===== config.mk =====
export PLATFORM = sky130hd
export DESIGN_NAME = led_pattern_sequencer
export DESIGN_NICKNAME = d
export VERILOG_FILES = /design/src/rtl/led_pattern_sequencer.sv
export SDC_FILE = /design/constraint.sdc
export NUM_CORES = 1
export LEC_CHECK = 0
export ABC_CLOCK_PERIOD_IN_PS = 3100
export CAP_MARGIN = 20
export CORE_MARGIN = 2
export CORE_UTILIZATION = 50
export DETAILED_ROUTE_END_ITERATION = 10
export DONT_BUFFER_PORTS = 1
export SETUP_SLACK_MARGIN = 0.15
export SYNTH_ARGS = -nofsm -noshare
export SYNTH_HDL_FRONTEND = slang
export SYNTH_SLANG_ARGS = --single-unit
export TNS_END_PERCENT = 20

===== constraint.sdc =====
create_clock -name clk -period 3.1 [get_ports clk]
set_input_delay 0.465 -clock clk [delete_from_list [all_inputs] [get_ports clk]]
set_output_delay 0.465 -clock clk [all_outputs]
set_load 0.02 [all_outputs]

===== src/rtl/led_pattern_sequencer.sv =====
// Push-button LED pattern sequencer (IDLE/SHL/SHR/BLINK); define LED_SEQ_DEBOUNCE_EN to add the debounce stage.
// Latency: btn edge to press pulse 3 cycles (DB_CYCLES+3 with debounce); led/mode/paused update one cycle later.
// Backpressure: none; buttons are sampled every cycle and all outputs are always valid.
module led_pattern_sequencer #(
    parameter int CLK_DIV   = 12_500_000,
    parameter int DB_CYCLES = 1_000_000
) (
    input  logic       clk,
    input  logic       rst,
    input  logic [1:0] btn,
    output logic [3:0] led,
    output logic [1:0] mode,
    output logic       paused
);

    typedef enum logic [1:0] {
        IDLE  = 2'd0,
        SHL   = 2'd1,
        SHR   = 2'd2,
        BLINK = 2'd3
    } state_t;

`ifdef LED_SEQ_DEBOUNCE_EN
    localparam bit DB_EN = 1'b1;
`else
    localparam bit DB_EN = 1'b0;
`endif

    localparam int            PW    = $clog2(CLK_DIV);
    localparam logic [PW-1:0] P_MAX = PW'(CLK_DIV - 1);

    logic [1:0] sync_a;
    logic [1:0] sync_b;
    logic [1:0] level;
    logic [1:0] level_q;
    logic [1:0] press;

    always_ff @(posedge clk) begin
        if (rst) begin
            sync_a <= 2'b00;
            sync_b <= 2'b00;
        end else begin
            sync_a <= btn;
            sync_b <= sync_a;
        end
    end

    // Accepted level flips only after the synchronised input disagrees for DB_CYCLES cycles in a row.
    if (DB_EN) begin : g_debounce
        localparam int            DW     = (DB_CYCLES > 1) ? $clog2(DB_CYCLES) : 1;
        localparam logic [DW-1:0] DB_MAX = DW'(DB_CYCLES - 1);

        for (genvar i = 0; i < 2; i++) begin : g_bit
            logic [DW-1:0] cnt;
            logic          lvl;

            always_ff @(posedge clk) begin
                if (rst) begin
                    cnt <= '0;
                    lvl <= 1'b0;
                end else if (sync_b[i] == lvl) begin
                    cnt <= '0;
                end else if (cnt == DB_MAX) begin
                    cnt <= '0;
                    lvl <= sync_b[i];
                end else begin
                    cnt <= cnt + 1'b1;
                end
            end

            assign level[i] = lvl;
        end
    end else begin : g_no_debounce
        assign level = sync_b;
    end

    always_ff @(posedge clk) begin
        if (rst) begin
            level_q <= 2'b00;
            press   <= 2'b00;
        end else begin
            level_q <= level;
            press   <= level & ~level_q;
        end
    end

    state_t        state;
    logic [PW-1:0] presc;
    logic          mode_press;
    logic          pause_press;
    logic          running;
    logic          step;

    assign mode_press  = press[0];
    assign pause_press = press[1];
    assign running     = (state != IDLE) && !paused;
    assign step        = running && (presc == P_MAX);
    assign mode        = state;

    function automatic state_t next_state(input state_t s);
        case (s)
            IDLE:    return SHL;
            SHL:     return SHR;
            SHR:     return BLINK;
            default: return IDLE;
        endcase
    endfunction

    function automatic logic [3:0] entry_led(input state_t s);
        case (s)
            SHL:     return 4'b0001;
            SHR:     return 4'b1000;
            BLINK:   return 4'b1111;
            default: return 4'b0000;
        endcase
    endfunction

    // A press always takes priority over a step landing on the same edge.
    always_ff @(posedge clk) begin
        if (rst) begin
            state  <= IDLE;
            led    <= 4'b0000;
            paused <= 1'b0;
            presc  <= '0;
        end else if (mode_press && pause_press) begin
            state  <= IDLE;
            led    <= 4'b0000;
            paused <= 1'b0;
            presc  <= '0;
        end else if (mode_press) begin
            state  <= next_state(state);
            led    <= entry_led(next_state(state));
            paused <= 1'b0;
            presc  <= '0;
        end else begin
            if (running) begin
                presc <= (presc == P_MAX) ? '0 : presc + 1'b1;
            end
            if (pause_press && (state != IDLE)) begin
                paused <= !paused;
            end else if (step) begin
                case (state)
                    SHL:     led <= {led[2:0], led[3]};
                    SHR:     led <= {led[0], led[3:1]};
                    BLINK:   led <= ~led;
                    default: led <= led;
                endcase
            end
        end
    end

endmodule


==> results.sh, run 1 <==
export IMPL_status="finished, final reports clean"
export IMPL_total_power_mw=0.962
export IMPL_cts_tree="done"
export IMPL_dpl_instance_area_sq_um=1870
export IMPL_power_density_nw_per_um2=484
export IMPL_crit_arrival_ns=2.90
export IMPL_die_x_microns=64.7
export IMPL_synth_edf_count=0
export IMPL_yosysWarnings=0
export IMPL_cts_path_max_buffers=2
export IMPL_cts_sinks=39
export IMPL_drv_slew=0
export IMPL_fmax_mhz=374
export IMPL_start_util=0.510
export IMPL_diodes=0
export IMPL_grt_pass1_wl_microns=6440
export IMPL_post_cts_buffers=0
export IMPL_cp_cell_sequence="inv_1 -> ha_1 -> nand4bb_1 -> or4_4 -> or4_1 -> a21oi_1"
export IMPL_clkPwrFrac=0.443
export IMPL_drtPass1Iterations=4
export IMPL_fin_cells=260
export IMPL_antenna_found_initial=0
export IMPL_slowest_delay_ns=0.65
export IMPL_synth_cell_type_count=35
export IMPL_cp_top_family="simple AND/OR/NAND/NOR gates"
export IMPL_grt_max_degree=23
export IMPL_core_sq_um=3610
export IMPL_gp_congestion=0.805
export IMPL_path_clk_slew_ns=0.08
export IMPL_power_frac_comb=0.026
export IMPL_avgSynthCellArea_sq_um=8.72
export IMPL_worst_slack_ns=0.423
export IMPL_floorplan_rows=22
export IMPL_die_h_microns=64.7
export IMPL_vdd_ir_drop_max_mv=0.243
export IMPL_placed_cells=252
export IMPL_p_switching_mw=0.207
export IMPL_path_buf_inv=1
export IMPL_fp_dieArea_sq_um=4180
export IMPL_synth_flop_cell="dfxtp_1"
export IMPL_critPathRequiredTime_ns=3.33
export IMPL_end_kind="flop"
export IMPL_grt_overflow_total=0
export IMPL_syn2layout_area_growth_pct=8.03
export IMPL_setup_viol=0
export IMPL_skew_ns=0.00747
export IMPL_first_iter_violations=144
export IMPL_numCtsBuffers=5
export IMPL_port_buffers=0
export IMPL_holdWs_ns=0.233
export IMPL_hold_class="in2reg"
export IMPL_fin_util=0.551
export IMPL_min_period_over_period=0.864
export IMPL_nets=221
export IMPL_grt_usage=0.198
export IMPL_worstMarginPinSlew_ns=0.617
export IMPL_slowest_stage="or4_4"
export IMPL_tns_ns=0
export IMPL_fin_crit_ns=2.68
export IMPL_clk_latency_ns=0.30
export IMPL_wl_per_cell_microns=13.8
export IMPL_p_int_mw=0.755
export IMPL_synth_nets=221
export IMPL_ys_ff_latch=39
export IMPL_final_cell_area_sq_um=1990
export IMPL_path_max_fanout=8
export IMPL_sw_frac_of_total=0.215
export IMPL_crit_type="reg2reg"
export IMPL_p_leak_nw=0.688
export IMPL_syn_area_sq_um=1840
export IMPL_syn_inst=211
export IMPL_relSlewSlack=0.583
export IMPL_post_place_ws_ns=0.352
export IMPL_dp_hpwl_microns=2610
export IMPL_htreeDepth=2
export IMPL_drc_errors=0
export IMPL_pin_count=11
export IMPL_drv_cap=0
export IMPL_avgViaCountPerCell=5.78
export IMPL_grt_pass1_vias=1434
export IMPL_startpoint_type="flop"
export IMPL_antenna_left=0
export IMPL_clock_tree_root_cell="clkbuf_8"
export IMPL_hold_violations=0
export IMPL_rsz0062_at_grt="no"
export IMPL_synth_seq_area_share=0.424
export IMPL_drt_total_wl_microns=3580
export IMPL_num_vias=1504
export IMPL_drive_gt1_frac=0.0566
export IMPL_async_flop_share=0
export IMPL_seqPwrFrac=0.531
## cell type report
cell class	instances	area [sq um]
flip-flops and latches	39	781
multi-input cells	160	1010
clock buffers	5	68.8
clock inverters	3	43.8
inverters	5	18.8
well taps	48	60.1
fillers	350	1620
## timing repair
| item | CTS | global route |
|---|---|---|
| hold buffers | 0 | 0 |
| endpoints found under the setup margin | 0 | 1 |
| gates resized for setup | 0 | 1 |
## synthesized netlist by cell type (3+ instances only)
cell | instances | area share
or3_1 | 8 | 0.027
inv_1 | 5 | 0.010
xnor2_1 | 7 | 0.033
ha_1 | 6 | 0.041
dfxtp_1 | 39 | 0.42
nand4_1 | 6 | 0.020
nand3_1 | 7 | 0.019
o21ai_0 | 9 | 0.024
or4_1 | 7 | 0.029
nor2_1 | 25 | 0.051
mux2i_1 | 6 | 0.033
and4_1 | 5 | 0.024
nor2b_1 | 11 | 0.037
nand2_1 | 17 | 0.035
a221o_1 | 3 | 0.016
a21oi_1 | 14 | 0.038
xor2_1 | 6 | 0.029
o31ai_1 | 3 | 0.012
clkbuf_1 | 4 | 0.0082
nor3_1 | 3 | 0.0082
## metal layers
layer  up-vias  track usage  part of all wire
met5         -            0                 0
met4         0       0.0559            0.0095
li1        755            -                 -
met1       726        0.231              0.45
met2        20        0.354              0.52
met3         3       0.0556             0.027
## cell usage in the layout (no fill, tap or decap), drive strengths merged
master,n
a221o,3
nand4b,1
a311oi,1
nor2b,11
nand2b,2
a21o,2
or2,1
o211ai,2
nand4,6
ha,6
clkbuf,5
nor2,25
o311ai,1
o21ai,9
or4,7
nor4,2
inv,5
nand3,7
clkinv,2
o31ai,3
bufinv,1
nand2,17
nor3,3
a31o,1
or3,8
dfxtp,39
mux2i,6
mux2,1
xor2,6
nand4bb,1
a41oi,1
and4,5
and3,1
xnor2,7
a21oi,14
## worst paths after layout
check | slack, ns | endpoint | startpoint | cells after the start
hold / removal | 0.23 | sync_a[1] | rst | 1
setup reg to reg | 0.42 | presc[23] | mode[0] | 6
setup / recovery | 0.42 | presc[23] | mode[0] | 6
hold reg to reg | 0.39 | press[0] | level_q[0] | 1
## power by group through the flow
stage	logic [mW]	registers, mW	clock network [mW]
after detailed placement	0.0252	0.523	0
after CTS	0.0252	0.511	0.440
after global placement	0.0245	0.523	0
final	0.0250	0.511	0.426
after floorplan	0.0217	0.521	0
after global routing	0.0285	0.512	0.461
## worst reg2reg max path: stages (launching register included)
cell and delay [ns]:
dfxtp_1 0.52, inv_1 0.14, ha_1 0.28, nand4bb_1 0.37, or4_4 0.65, or4_1 0.52, a21oi_1 0.14
## logic make-up after synthesis
logic type / synth area share
simple gates: 0.282
mux: 0.0388
flops: 0.424
buf+inv: 0.0258
compound gates: 0.127
xor+xnor: 0.0619
fa+ha+maj: 0.0408
## registers in the layout, summed over array words and instances (netlist names)
name / flops
led: 4
level: 2
level_q: 2
mode: 2
paused: 1
presc: 24
press: 2
sync_a: 2
Note: power is estimated with default switching activity, not from simulation.
==> inputs of run 2 (changes only) <==
REMOVE_ABC_BUFFERS = 1   (was not set)
==> results.sh, run 2 (synthesis results as in run 1) <==
export IMPL_worst_slack_ns=0.310
export IMPL_worstMarginPinSlew_ns=0.595
export IMPL_grt_overflow_total=0
export IMPL_dpl_instance_area_sq_um=1870
export IMPL_path_clk_slew_ns=0.08
export IMPL_tns_ns=0
export IMPL_relSlewSlack=0.598
export IMPL_largest_reg_flops=24
export IMPL_gp_congestion=0.810
export IMPL_startpoint_type="flop"
export IMPL_hp_start="rst"
export IMPL_final_cell_area_sq_um=1960
export IMPL_sw_frac_of_total=0.233
export IMPL_crit_type="reg2reg"
export IMPL_num_vias=1474
export IMPL_critPathRequiredTime_ns=3.32
export IMPL_hold_violations=0
export IMPL_nets=221
export IMPL_end_kind="flop"
export IMPL_final_common_cell="dfxtp_1"
export IMPL_seq_area_sq_um=781
export IMPL_multi_input_area_sq_um=1010
export IMPL_drt_total_wl_microns=3700
export IMPL_drc_errors=0
export IMPL_avgViaCountPerCell=5.67
export IMPL_wl_per_cell_microns=14.2
export IMPL_critPathCapture="presc[23]"
export IMPL_power_density_nw_per_um2=447
export IMPL_power_frac_comb=0.028
export IMPL_fp_dieArea_sq_um=4180
export IMPL_final_cell_mix="dfxtp_1, nor2_1, nand2_1"
export IMPL_drtPass1Iterations=4
export IMPL_post_place_ws_ns=0.323
export IMPL_cts_sinks=39
export IMPL_first_iter_violations=71
export IMPL_grt_pass1_vias=1489
export IMPL_clock_tree_root_cell="clkbuf_8"
export IMPL_dp_hpwl_microns=2720
export IMPL_r2r_cells=6
export IMPL_start_util=0.510
export IMPL_status="finished, final reports clean"
export IMPL_crit_arrival_ns=3.01
export IMPL_floorplan_rows=22
export IMPL_largest_register="presc"
export IMPL_die_x_microns=64.7
export IMPL_p_int_mw=0.672
export IMPL_syn2layout_area_growth_pct=6.53
export IMPL_r2r_end="presc[23]"
export IMPL_antenna_found_initial=0
export IMPL_fin_crit_ns=2.79
export IMPL_diodes=0
export IMPL_vdd_ir_drop_max_mv=0.398
export IMPL_antenna_left=0
export IMPL_clkPwrFrac=0.388
export IMPL_fin_cells=260
export IMPL_htreeDepth=2
export IMPL_drv_slew=0
export IMPL_placed_cells=252
export IMPL_core_sq_um=3610
export IMPL_min_period_over_period=0.900
export IMPL_port_buffers=0
export IMPL_fin_util=0.543
export IMPL_cts_hold_buf=0
export IMPL_grt_usage=0.201
export IMPL_numCtsBuffers=5
export IMPL_hold_class="in2reg"
export IMPL_grt_max_degree=23
export IMPL_setup_viol=0
export IMPL_drv_cap=0
export IMPL_seqPwrFrac=0.584
export IMPL_nFillCells=350
export IMPL_die_h_microns=64.7
export IMPL_pin_count=11
export IMPL_worst_r2r_setup_slack_ns=0.31
export IMPL_p_leak_nw=0.668
export IMPL_cts_resized=0
export IMPL_rsz0062_at_grt="no"
export IMPL_post_cts_buffers=0
export IMPL_critPathLaunch="mode[0]"
export IMPL_clk_latency_ns=0.29
export IMPL_skew_ns=0.00680
export IMPL_grt_pass1_wl_microns=6530
export IMPL_drive_gt1_frac=0.0519
export IMPL_path_max_fanout=8
export IMPL_reg_top3="presc (24), led (4)"
export IMPL_fmax_mhz=358
export IMPL_cts_tree="done"
export IMPL_reg2reg_from="mode[0]"
export IMPL_cts_path_max_buffers=2
export IMPL_holdWs_ns=0.236
export IMPL_p_switching_mw=0.204
export IMPL_total_power_mw=0.875
-- run 2: cell count changes in the layout (fill, tap and decap cells not counted), sizes merged --
cell | previous run | this run
bufinv | 1 | 0
clkinvlp | 0 | 2
clkinv | 2 | 1
-- run 2: cell type report --
cell class,instances,area share
clock buffer,5,0.0351
sequential,39,0.398
clock inverter,3,0.0102
multi-input combinational,160,0.516
tap,48,0.0307
inverter,5,0.00958
-- run 2: how the worst min path moves through the flow --
stage,to,cells past startpoint
CTS,sync_a[0],1
global placement,press[0],1
global route,sync_a[0],1
detailed placement,press[1],1
floorplan,press[0],1
finish,sync_a[0],1
-- run 2: power by group through the flow --
| stage | Clock (mW) | Sequential [mW] | Combinational, mW |
|---|---|---|---|
| global route | 0.364 | 0.512 | 0.0281 |
| CTS | 0.349 | 0.511 | 0.0252 |
| detailed placement | 0 | 0.523 | 0.0251 |
| global placement | 0 | 0.523 | 0.0245 |
| floorplan | 0 | 0.522 | 0.0200 |
| finish | 0.340 | 0.511 | 0.0248 |
-- run 2: per-layer routing --
metal,part of all wire,vias up,GRT usage
met1,0.44,700,0.212
met2,0.52,13,0.379
met3,0.024,5,0.0503
met5,0,-,0
li1,-,756,-
met4,0.016,0,0.0798
-- run 2: worst max-delay path, stage by stage, from the launching register on --
cell and delay, ns:
dfxtp_1 0.52, inv_1 0.15, ha_1 0.28, nand4bb_1 0.37
or4_1 0.69, or4_1 0.55, a21oi_1 0.17
